File: src/rtl/core_pkg.sv
// Shared rv32i core definitions: controller state encoding, PC width and alignment mask.
package core_pkg;
  localparam int XLEN = 32;
  localparam logic [1:0] ALIGN_MASK = 2'b11;

  typedef enum logic [1:0] {
    IDLE     = 2'd0,
    REDIRECT = 2'd1,
    FLUSH    = 2'd2
  } state_t;
endpackage

File: src/rtl/branch_ctrl_sat_counter.sv
// Saturating up-counter with synchronous clear; clear beats increment.
module sat_counter #(
  parameter int CNT_W = 16
) (
  input  logic             clk_i,
  input  logic             rst_ni,
  input  logic             inc_i,
  input  logic             clr_i,
  output logic [CNT_W-1:0] cnt_o
);
  logic [CNT_W-1:0] r_cnt;

  always_ff @(posedge clk_i or negedge rst_ni) begin
    if (!rst_ni)                  r_cnt <= '0;
    else if (clr_i)               r_cnt <= '0;
    else if (inc_i && r_cnt != '1) r_cnt <= r_cnt + 1'b1;
  end

  assign cnt_o = r_cnt;
endmodule

File: src/rtl/branch_ctrl.sv
// EX-stage branch/jump resolution: registered PC redirect over valid/ready,
// post-redirect flush window, misaligned-target pulse and statistics counters.
module branch_ctrl import core_pkg::*; #(
  parameter int XLEN         = 32,
  parameter int FLUSH_CYCLES = 2,
  parameter int CNT_W        = 16
) (
  input  logic             clk_i,
  input  logic             rst_ni,
  input  logic             ex_valid_i,
  input  logic             branch_i,
  input  logic             jump_i,
  input  logic             take_branch_i,
  input  logic [XLEN-1:0]  target_i,
  input  logic             fetch_ready_i,
  input  logic             clr_cnt_i,
  output logic             redirect_valid_o,
  output logic [XLEN-1:0]  redirect_pc_o,
  output logic             flush_o,
  output logic             stall_o,
  output logic             misalign_o,
  output logic [CNT_W-1:0] branch_cnt_o,
  output logic [CNT_W-1:0] taken_cnt_o
);
  localparam int FW = (FLUSH_CYCLES > 1) ? $clog2(FLUSH_CYCLES) : 1;
  localparam logic [FW-1:0] FLUSH_LOAD = (FLUSH_CYCLES > 0) ? FW'(FLUSH_CYCLES - 1) : '0;

  state_t          r_state;
  logic [XLEN-1:0] r_pc;
  logic [FW-1:0]   r_fcnt;
  logic            r_misalign;

  logic w_idle, w_redir_ev, w_branch_ev, w_aligned, w_accept;

  // Inputs only matter in IDLE; the stage is flushed while we are busy.
  assign w_idle      = (r_state == IDLE);
  assign w_redir_ev  = w_idle && ex_valid_i && (jump_i || (branch_i && take_branch_i));
  assign w_branch_ev = w_idle && ex_valid_i && branch_i;
  assign w_aligned   = ((target_i[1:0] & ALIGN_MASK) == 2'b00);
  assign w_accept    = w_redir_ev && w_aligned;

  always_ff @(posedge clk_i or negedge rst_ni) begin
    if (!rst_ni) begin
      r_state    <= IDLE;
      r_pc       <= '0;
      r_fcnt     <= '0;
      r_misalign <= 1'b0;
    end else begin
      r_misalign <= w_redir_ev && !w_aligned;
      case (r_state)
        IDLE: if (w_accept) begin
          r_pc    <= target_i;
          r_state <= REDIRECT;
        end
        REDIRECT: if (fetch_ready_i) begin
          if (FLUSH_CYCLES > 0) begin
            r_state <= FLUSH;
            r_fcnt  <= FLUSH_LOAD;
          end else begin
            r_state <= IDLE;
          end
        end
        FLUSH: begin
          if (r_fcnt == '0) r_state <= IDLE;
          else              r_fcnt  <= r_fcnt - 1'b1;
        end
        default: r_state <= IDLE;
      endcase
    end
  end

  assign redirect_valid_o = (r_state == REDIRECT);
  assign redirect_pc_o    = r_pc;
  assign flush_o          = !w_idle;
  assign stall_o          = !w_idle;
  assign misalign_o       = r_misalign;

  sat_counter #(.CNT_W(CNT_W)) u_branch_cnt (
    .clk_i  (clk_i),
    .rst_ni (rst_ni),
    .inc_i  (w_branch_ev),
    .clr_i  (clr_cnt_i),
    .cnt_o  (branch_cnt_o)
  );

  sat_counter #(.CNT_W(CNT_W)) u_taken_cnt (
    .clk_i  (clk_i),
    .rst_ni (rst_ni),
    .inc_i  (w_accept),
    .clr_i  (clr_cnt_i),
    .cnt_o  (taken_cnt_o)
  );
endmodule

File: config.mk
export PLATFORM = sky130hd
export DESIGN_NAME = branch_ctrl
export DESIGN_NICKNAME = d
export VERILOG_FILES = /design/src/rtl/core_pkg.sv /design/src/rtl/branch_ctrl_sat_counter.sv /design/src/rtl/branch_ctrl.sv
export SDC_FILE = /design/constraint.sdc
export NUM_CORES = 1
export LEC_CHECK = 0
export CORE_UTILIZATION = 48
export CTS_BUF_LIST = sky130_fd_sc_hd__clkbuf_2
export DETAILED_ROUTE_END_ITERATION = 7
export GPL_TIMING_DRIVEN = 0
export MAX_ROUTING_LAYER = met4
export PLACE_DENSITY = 0.82
export SYNTH_ARGS = -nofsm -noshare
export SYNTH_HDL_FRONTEND = slang
export SYNTH_HIERARCHICAL = 1
export SYNTH_SLANG_ARGS = --single-unit
File: constraint.sdc
create_clock -name clk_i -period 2.7 [get_ports clk_i]
set_input_delay 0.405 -clock clk_i [delete_from_list [all_inputs] [get_ports clk_i]]
set_output_delay 0.405 -clock clk_i [all_outputs]
set_load 0.02 [all_outputs]
==> metrics.yaml, run 1 <==
reg2regPathDepth: 8
wl_per_cell_microns: 16.3
setup_viol_count_final: 0
arrival_ns: 2.85
multi_input_area_sq_um: 1550
antenna_found_initial: 0
cts-root-buf: "clkbuf_2"
viasPerCell: 5.52
worstSkewPairLatency_ns: 0.49
routabilityCongestion: 0.890
cts_max_path_buffers: 2
place_ws_ns: -0.0725
ys_seq_area_frac: 0.498
status: "complete, no violations"
antenna_left: 0
cts.reportedPaths.clkPinSlew_ns: 0.20
fin_skew_ns: 0.0222
worstReg2RegStart: "r_state[0]"
slew_headroom: 0.423
fin_crit_ns: 2.43
rsz0062_at_grt: "no"
synth_commonest_cells: "dfrtp_1 (68), mux2_4 (26), a21oi_1 (23), nand2_1 (14), o31ai_1 (14)"
synth_top_flop_cell: "dfrtp_1"
clock-sinks: 68
stdcell_count: 506
die_w_microns: 86.4
fillCellCount: 519
nNetsFinal: 447
final_max_slew_viol_count: 0
grt_max_degree: 69
dieHeight_microns: 86.4
hold_viol: 0
ctsHtreeMaxLevel: 3
grt_pass1_vias: 2725
io_pins: 108
crit_path_end_kind: "flip-flop"
ys_top_cells_by_area: "dfrtp_1 (50%), mux2_4 (11%), a21oi_1 (3.4%)"
cts_tree: "done"
postCtsSetupBuffers: 0
post-dp-hpwl_microns: 5800
syn-cell-area_sq_um: 3420
start_util: 0.500
routed_wl_microns: 8240
peakVddDrop_mv: 0.450
yosysTopAreaCell: "dfrtp_1"
placed_cells_incl_taps: 489
cts_buffers: 9
worst_slew_pin_slew_ns: 0.866
synth-async-reset-ratio: 1.00
netlist.area_leader.share: 0.498
hold_depth: 2
fin_ws_ns: 0.274
synth_edf_count: 0
layout-drive-gt1-share: 0.183
r2r-end: "u_taken_cnt/cnt_o[3]"
drc: 0
grtUsageTotal: 0.236
insertedDiodeCount: 0
r2r_slack_ns: 0.27
yosysWarnings: 6
fin_crit_sh: 0.899
die_area_sq_um: 7460
timing.fmax_mhz: 412
max_cap_viol_count: 0
min_from: "target_i[22]"
grt_pass1_wl_microns: 13300
regArea_sq_um: 1700
drt_pass1_iterations: 5
power_density_nw_per_um2: 610
grt_overflow_total: 0
crit_fanout: 13
yosysMostFrequentCell: "dfrtp_1"
ys_ff_latch: 68
power_mw: 2.90
hp-class: "input pin to flip-flop"
drt_iter0_drc: 133
crit_type: "flip-flop to flip-flop"
startpoint_type: "flip-flop"
rows: 30
core_sq_um: 6830
leakage_nw: 1.97
synthDistinctLibCells: 40
min_to: "redirect_pc_o[22]"
io_buffers: 107
synth_area_per_cell_sq_um: 11.9
syn_nets: 328
vias: 2792
critPathRequiredTime_ns: 3.12
syn_to_final_growth_pct: 39.1
syn_inst: 286
## layout make-up
class | instances | share of cell area
repair buffers | 108 | 0.227
multi-input cells | 195 | 0.327
well taps | 96 | 0.0253
plain buffers | 15 | 0.0276
inverters | 8 | 0.00632
clock inverters | 7 | 0.0192
clock buffers | 9 | 0.00948
flip-flops and latches | 68 | 0.358
## cells by family after synthesis
family,Yosys count,share of synthesized area
AND/OR/NAND/NOR,102,0.196
flip-flops,68,0.498
AO/OA/AOI/OAI,53,0.0974
multiplexers,38,0.154
buffers and inverters,23,0.0472
adder cells (fa/ha/maj),2,0.00732
## through the flow
stage | hold slack (ns) | utilization | area [sq um] | setup TNS [ns]
floorplan | 0.109 | - | 3420 | 0
global placement | 0.484 | 0.675 | 4610 | -70.12
detailed placement | 0.492 | 0.674 | 4610 | -0.161
CTS | 0.479 | 0.696 | 4750 | 0
global route | 0.465 | 0.696 | 4750 | 0
finish | 0.505 | 0.696 | 4750 | 0
## layout by cell type, fill, tap and decap left out, types with 9 or more instances in the layout
cell type,synthesis,final
mux2_4,26,26
clkdlybuf4s50_1,0,106
or4_1,10,10
dfrtp_1,68,68
nor2_1,9,9
a21oi_1,23,23
nor2b_1,10,10
clkbuf_2,0,9
o31ai_1,14,14
nand2_1,14,14
nand4_1,12,12
## power by group
part           internal, mW  switching, mW  leakage, nW
logic                 0.537          0.407         1.01
clock network         0.300          0.376       0.0716
registers              1.18         0.0958        0.884
total                  2.02          0.879         1.97
## sequential cells by signal, indices dropped and copies added, names as in the netlist
register,count
u_branch_cnt/cnt_o,16
redirect_pc_o,32
r_fcnt,1
misalign_o,1
u_taken_cnt/cnt_o,16
r_state,2
## what timing repair did
action | 4_1_cts | 5_1_grt
endpoints found under the setup margin | 0 | 0
endpoints found under the hold margin | 20 | 0
hold buffers | 1 | 0
resized for setup | 0 | 0
## layer usage
metal / part of all wire / track usage / routed length, microns / vias to the layer above
li1: - / - / - / 1319
met5: 0 / - / 0 / -
met1: 0.40 / 0.287 / 3280 / 1336
met4: 0.028 / 0.112 / 233 / 0
met2: 0.52 / 0.386 / 4270 / 119
met3: 0.055 / 0.0371 / 457 / 18
## critical path, cell delays in order, from the launching register on
cell	delay, ns
dfrtp_1	0.48
nor3b_2	0.23
and3b_1	0.19
buf_6	0.16
buf_12	0.16
inv_1	0.08
clkbuf_1	0.22
or4_2	0.69
a21oi_1	0.16
## how the worst max path moves through the flow
stage                     from                endpoint  slack, ns  cells after the start
global placement        rst_ni  u_branch_cnt/cnt_o[11]      -1.04                      1
finish              r_state[0]    u_taken_cnt/cnt_o[3]       0.27                      8
CTS                 r_state[0]    u_taken_cnt/cnt_o[3]       0.26                      8
detailed placement  ex_valid_i    u_taken_cnt/cnt_o[3]      -0.07                      9
floorplan           r_state[0]    u_taken_cnt/cnt_o[3]       0.57                      8
global route        r_state[0]    u_taken_cnt/cnt_o[3]       0.12                      8
(Power assumes the default switching activity.)
==> run 2, diff against run 1 <==
SLEW_MARGIN = 10   (was default)
==> run 2 against run 1 <==
Wire length grew 0.47%. Hold slack lost 0.19 ns. Core utilization grew 0.75 points. Via count is the same. Flip-flop and latch count is the same. Clock-buffer cell count is the same. Critical endpoint unchanged.
==> metrics.yaml, run 2 (same netlist as run 1, synthesis figures left out) <==
status: "complete, no violations"
routed_wl_microns: 8280
drt_iter0_drc: 117
rsz0062_at_grt: "no"
routabilityCongestion: 0.890
drc: 0
antenna_left: 0
cts_tree: "done"
dieHeight_microns: 86.4
syn_to_final_growth_pct: 40.6
io_buffers: 107
worstSkewPairLatency_ns: 0.48
rows: 30
fin_crit_ns: 2.43
nNetsFinal: 448
insertedDiodeCount: 0
cts-root-buf: "clkbuf_2"
grtUsageTotal: 0.230
fin_skew_ns: 0.0257
layout-drive-gt1-share: 0.187
final_max_slew_viol_count: 0
power_density_nw_per_um2: 625
grt_max_degree: 51
crit_type: "flip-flop to flip-flop"
ctsHtreeMaxLevel: 3
placed_area_sq_um: 4630
hp-class: "input pin to async pin"
max_cap_viol_count: 0
clock-sinks: 68
vias: 2792
postCtsSetupBuffers: 0
drt_pass1_iterations: 5
startpoint_type: "flip-flop"
post_cts_resized: 0
peakVddDrop_mv: 0.418
start_util: 0.500
worst_slew_pin_slew_ns: 0.591
arrival_ns: 2.84
crit_fanout: 13
final_common_cell: "clkdlybuf4s50_1"
io_pins: 108
fin_crit_sh: 0.901
timing.fmax_mhz: 411
die_w_microns: 86.4
antenna_found_initial: 0
largest_register_ffs: 32
post-dp-hpwl_microns: 5970
core_sq_um: 6830
slew_headroom: 0.603
final_area_sq_um: 4800
crit_path_end_kind: "flip-flop"
cts_hold_buf: 1
grt_pass1_wl_microns: 13000
cts.reportedPaths.clkPinSlew_ns: 0.21
critPathRequiredTime_ns: 3.11
grt_overflow_total: 0
leakage_nw: 1.99
wl_per_cell_microns: 16.3
grt_pass1_vias: 2677
layout_common_cells: "clkdlybuf4s50_1 (106), dfrtp_1 (68), mux2_4 (26)"
setup_viol_count_final: 0
cts_max_path_buffers: 2
hold_viol: 0
die_area_sq_um: 7460
cts_buffers: 9
setup_tns_ns: 0
viasPerCell: 5.51
## run 2: cell types whose count changed in the layout (fill, tap and decap cells not counted), sizes merged
cell / previous run / this run
clkinvlp: 3 / 2
buf: 8 / 9
bufinv: 2 / 3
## run 2: power breakdown
group | leakage (nW) | switching (mW) | internal [mW] | total [mW]
logic | 1.02 | 0.410 | 0.542 | 0.952
registers | 0.884 | 0.100 | 1.18 | 1.28
clock network | 0.0879 | 0.371 | 0.395 | 0.766
## run 2: critical path, cell delays in order, from the launching register on
cell	delay, ns
dfrtp_1	0.48
nor3b_2	0.24
and3b_1	0.20
buf_6	0.16
buf_12	0.16
inv_1	0.07
clkbuf_1	0.21
or4_2	0.69
a21oi_1	0.16
## run 2: worst paths after layout
check                                               to             start  depth (start not counted)  slack, ns
worst min register to register        redirect_pc_o[5]  redirect_pc_o[5]                          1       0.54
worst max-delay path              u_taken_cnt/cnt_o[3]        r_state[0]                          8       0.27
max in group asynchronous       u_branch_cnt/cnt_o[15]            rst_ni                          3       1.84
worst min-delay path              u_taken_cnt/cnt_o[6]            rst_ni                          2       0.31
min in group clk_i                          r_state[0]     fetch_ready_i                          3       0.53
worst max register to register    u_taken_cnt/cnt_o[3]        r_state[0]                          8       0.27
## run 2: routing by layer
layer,routed length (microns),GRT usage,share of wire
met1,3300,0.271,0.40
met4,175,0.100,0.021
met2,4420,0.394,0.53
met5,0,-,0
met3,384,0.0314,0.046
## run 2: area by class of cell
cell class	count	area, sq um
inverter	8	30.0
multi-input combinational	195	1550
buffer	15	131
fill	514	2030
timing repair buffer	109	1110
sequential	68	1700
clock buffer	9	45.0
clock inverter	7	115
tap	96	120
## run 2: through the flow
step,std cells,setup WS (ns),total power [mW],util,hold slack (ns)
floorplan,286,0.565,1.78,-,0.109
global placement,489,-1.04,2.22,0.675,0.484
detailed placement,490,-0.0673,2.26,0.678,0.295
CTS,507,0.268,3.04,0.703,0.266
global route,507,0.119,3.13,0.703,0.298
finish,507,0.266,3.00,0.703,0.313
==> variant 1: new RTL, config.mk and constraints of run 2 <==
Make the reset (`rst_ni`) synchronous in 2 clocked blocks.
--- a/src/rtl/branch_ctrl_sat_counter.sv
+++ b/src/rtl/branch_ctrl_sat_counter.sv
@@ -11,5 +11,5 @@
   logic [CNT_W-1:0] r_cnt;
 
-  always_ff @(posedge clk_i or negedge rst_ni) begin
+  always_ff @(posedge clk_i) begin
     if (!rst_ni)                  r_cnt <= '0;
     else if (clr_i)               r_cnt <= '0;
--- a/src/rtl/branch_ctrl.sv
+++ b/src/rtl/branch_ctrl.sv
@@ -40,5 +40,5 @@
   assign w_accept    = w_redir_ev && w_aligned;
 
-  always_ff @(posedge clk_i or negedge rst_ni) begin
+  always_ff @(posedge clk_i) begin
     if (!rst_ni) begin
       r_state    <= IDLE;
Function: differs if rst_ni is asserted again (counterexample within 4 cycles, from zero or initial values and one cycle with rst_ni low); with rst_ni held inactive, the same outputs for 4 cycles.
==> variant 1 against run 2 <==
- sequential share of layout area shrank 5.2 points
- global-route usage increased by 0.27 points
- routed wire length fell by 9.1%
- setup slack lost 82 ps
- sequential cell count unchanged
- design area is 6.3% lower
- synthesized area down 6.7%
- critical path type unchanged
Power is not compared: it rests on default switching activity, and its combinational part moved more than twofold at a synthesized area within 25%.
==> variant 1: results (changes against run 2) <==
outcome:
  status: "finished, final reports clean"
final_layout:
  antennaDiodeCount: 0  # unchanged
  drive_gt1_share_pct: 8.86  # -9.9 points
  stdcell_count: 540  # +6.5%
  largest_register_ffs: 32  # unchanged
  nets: 500  # +12%
synth:
  synth.top_cells.by_count: "71 x nand2_1, 68 x dfxtp_1, 32 x mux2i_1, 21 x nor2_1, 10 x o21ai_0"
  synth.distinct_cells: 46  # +15%
  synth_seq_area_share_pct: 42.7  # -7.1 points
  postSynth.asyncResetShare_pct: 0  # -100 points
  syn_area_per_cell_um2: 9.40  # -21%
  ys_top_cells_by_area: "dfxtp_1 43%, mux2i_1 10%, nand2_1 8.4%"
  synth_top_area_share_pct: 42.7  # -7.1 points
  synth_fp_nets: 381  # +16%
global_route:
  grt_pass1_vias: 2816  # +5.2%
  antenna_found_initial: 0  # unchanged
  grt_max_degree: 13  # -75%
  track_usage_pct: 23.2  # +0.27 points
  grt_pass1_wl_um: 12900  # -0.90%
cts:
  cts_buffers: 9  # unchanged
  clk-insertion-delay-late_ps: 470
  cts_resized: 0  # unchanged
  htree_levels: 3  # unchanged
  cts_setup_buffers: 1  # +1
  cts.path.max_buffers: 2  # unchanged
  root_buffer: "clkbuf_2"
power_and_ir_drop:
  irDropWorstVdd_v: 0.000312
  leakage_nw: 1.60
drt:
  drt-pass1-iter-count: 4  # -1
  drt_wl_total_um: 7530  # -9.1%
  via_per_inst: 5.46  # -0.83%
  drt-initial-drc-count: 130  # +11%
placed_design:
  place_area_um2: 4360  # -6.0%
  place.gp.congestion: 0.772  # -13%
  dpl.hpwl_um: 5620  # -5.9%
  dp_slack_ps: -464  # -397 ps
  dp.cells: 523  # +6.7%
  io_buffers: 107  # unchanged
worst_setup_path:
  max_stage_delay_ps: 440  # -250 ps
  cp_data_arrival_time_ps: 2920  # +80 ps
  cp_max_fo: 12  # -1
  worst_path_max_delay_cell: "or3b_4"
timing:
  fin_skew_ps: 28.5  # +2.76 ps
  worst_pin_slew_ps: 537  # -54.0 ps
  setup-violations-final: 0  # unchanged
hold_path:
  hold_path_class: "primary input to register"
variant 1: cell types whose count changed in the layout (fill, tap and decap cells not counted), sizes merged, moves of 12 or more:
cell and delta:
a21oi -14, dfrtp -68, dfxtp +68, mux2 -38
mux2i +32, nand2 +57, nor2 +12
variant 1: logic make-up after synthesis:
logic type	Yosys count	synth area share, %
compound gates	50	12.8
xor+xnor	8	2.20
fa+ha+maj	2	0.785
buf+inv	18	2.94
flops	68	42.7
mux	32	10.0
simple gates	161	28.5
variant 1: path summary, 6_finish.rpt:
kind	start	end	slack, ps	cells after the start
hold / removal	target_i[26]	redirect_pc_o[26]	450	3
hold reg to reg	redirect_pc_o[24]	redirect_pc_o[24]	470	2
setup reg to reg	r_state[0]	u_taken_cnt/cnt_o[13]	180	7
setup / recovery	r_state[0]	u_taken_cnt/cnt_o[13]	180	7
variant 1: power by group:
group	leakage, nW	switching, mW	internal, mW
clock	0.0716	0.372	0.301
sequential	0.549	0.00836	1.02
combinational	0.984	0.0870	0.107
variant 1: cell type report:
class,instances,area (um^2)
buffer,13,75.1
clock buffer,9,45.0
clock inverter,7,91.3
fill,494,1890
inverter,5,18.8
multi-input combinational,253,1730
sequential,68,1360
tap,77,96.3
timing repair buffer,108,1080
variant 1: critical path, delay by kind of cell, from the launching register on:
family                 cells  cell delay [ps]
AO/OA/AOI/OAI              1              140
buffers and inverters      1              230
AND/OR/NAND/NOR            5             1690
flip-flops                 1              380
variant 1: metal layers:
metal	wire (um)	track usage, %	vias to the layer above
met5	0	-	-
met4	49	6.78	0
met3	433	6.63	5
met2	3740	38.7	97
met1	3300	27.5	1388
li1	-	-	1459
variant 1: through the flow:
step | setup TNS, ps | power (mW)
after floorplan | 0 | 1.14
after global placement | -3170 | 1.24
after detailed placement | -3650 | 1.24
after CTS | 0 | 1.91
after global routing | 0 | 1.98
final | 0 | 1.90
==> variant 2: new RTL, config.mk and constraints of run 2 <==
Without the edit above. The parameter `FLUSH_CYCLES` goes from 2 to 4.
--- a/src/rtl/branch_ctrl.sv
+++ b/src/rtl/branch_ctrl.sv
@@ -3,5 +3,5 @@
 module branch_ctrl import core_pkg::*; #(
   parameter int XLEN         = 32,
-  parameter int FLUSH_CYCLES = 2,
+  parameter int FLUSH_CYCLES = 4,
   parameter int CNT_W        = 16
 ) (
Function: changed (Yosys sat finds a counterexample within 10 cycles, from zero or initial values and one cycle with rst_ni low).
==> variant 2 against run 2 <==
- sequential cell count is 1 higher
- total power grew 19%
- setup slack worse by 40 ps
- non-clock buffer count increased by 1
- first-iteration DRC count up 1.7%
- global-route usage is 1.3 points higher
- synthesized area up 2.4%
- routed wire length rose by 7.3%
- design area rose by 1.4%
==> variant 2: results (changes against run 2) <==
outcome:
  status: "finished, final reports clean"
final_layout:
  nets: 458  # +2.2%
  drive_gt1_share_pct: 18.3  # -0.40 points
  filler_cell_count: 544  # +5.8%
  largest_register_ffs: 32  # unchanged
  stdcell_count: 516  # +1.8%
hold_path:
  hold_path_class: "primary input to async pin"
worst_setup_path:
  rrSetupSlack_ps: 230  # -40 ps
  reg2reg_from: "r_state[1]"
  cp_data_arrival_time_ps: 2890  # +50 ps
placed_design:
  dp.cells: 499  # +1.8%
  place.gp.congestion: 0.828  # -7.0%
  dp_slack_ps: -55.1  # +12.2 ps
  place_area_um2: 4720  # +1.8%
  dpl.hpwl_um: 6360  # +6.6%
power_and_ir_drop:
  irDropWorstVdd_v: 0.000406  # -2.9%
  leakage_nw: 2.03  # +1.8%
synth:
  synth_seq_area_share_pct: 49.3  # -0.46 points
  synth.top_cells.by_count: "69 x dfrtp_1, 27 x a21oi_1, 26 x mux2_4, 14 x o31ai_1, 13 x nand2_1"
  synth.distinct_cells: 42  # +5.0%
  synth_fa_ha_area_share_pct: 1.07  # +0.34 points
  synthMuxAreaShare_pct: 15.3  # -0.077 points
  synth_compound_area_share_pct: 9.94  # +0.20 points
  synth_fp_nets: 338  # +3.0%
  ys_top_cells_by_area: "dfrtp_1 49%, mux2_4 11%, a21oi_1 3.9%"
  syn_area_per_cell_um2: 11.9  # -0.71%
drt:
  met1_length_um: 3640  # +10%
  wl_per_cell_um: 17.2  # +5.4%
  via_per_inst: 5.55  # +0.86%
  drt-pass1-iter-count: 4  # -1
  routed-wl-met3_um: 314  # -18%
timing:
  worst_pin_slew_ps: 582  # -8.99 ps
  fin_skew_ps: 25.8  # +0.0794 ps
  hold_ws_ps: 345  # +31.6 ps
global_route:
  grt_pass1_vias: 2729  # +1.9%
  track_usage_pct: 24.3  # +1.3 points
cts:
  clkTransAtPathRegs_ps: 210  # about the same
==> variant 2: cells by family after synthesis <==
logic type | count (synthesis)
AO/OA/AOI/OAI | 56
adder cells (fa/ha/maj) | 3
buffers and inverters | 25
flip-flops | 69
multiplexers | 39
AND/OR/NAND/NOR | 103
==> variant 2: repair_timing <==
| action | CTS | global route |
|---|---|---|
| hold buffers | 1 | 0 |
| buffers inserted | 0 | 0 |
| endpoints found under the hold margin | 23 | 0 |
==> variant 2: final cells by class <==
cell class                      instances  area (um^2)  area share [%]
Buffer                                 16          138            2.83
Clock buffer                            9         45.0           0.925
Clock inverter                          7         98.8            2.03
Inverter                                9         33.8           0.694
Multi-Input combinational cell        201         1600            32.9
Sequential cell                        69         1730            35.5
Tap cell                               96          120            2.47
Timing Repair Buffer                  109         1110            22.7
==> variant 2: worst max-delay path by stage <==
stage               start                    to  slack [ps]  depth (start not counted)
6_report       r_state[1]  u_taken_cnt/cnt_o[3]         230                          8
5_1_grt        r_state[1]  u_taken_cnt/cnt_o[3]          90                          8
4_1_cts        r_state[1]  u_taken_cnt/cnt_o[3]         230                          8
3_5_place_dp   ex_valid_i  u_taken_cnt/cnt_o[3]         -60                          9
3_3_place_gp       rst_ni     redirect_pc_o[11]       -1130                          1
2_1_floorplan  r_state[0]  u_taken_cnt/cnt_o[3]         500                          9
==> variant 2: where the power goes <==
group          leakage, nW  internal (mW)  total (mW)  switching (mW)
logic                 1.05          0.802        1.44           0.634
clock network       0.0825          0.312       0.710           0.398
registers            0.896           1.28        1.44           0.160
total                 2.03           2.39        3.59            1.19
==> variant 2: routing by layer <==
metal	vias up	GRT usage, %
met1	1414	29.5
met2	84	40.0
met4	0	11.0
li1	1349	-
met3	19	3.70
met5	-	-
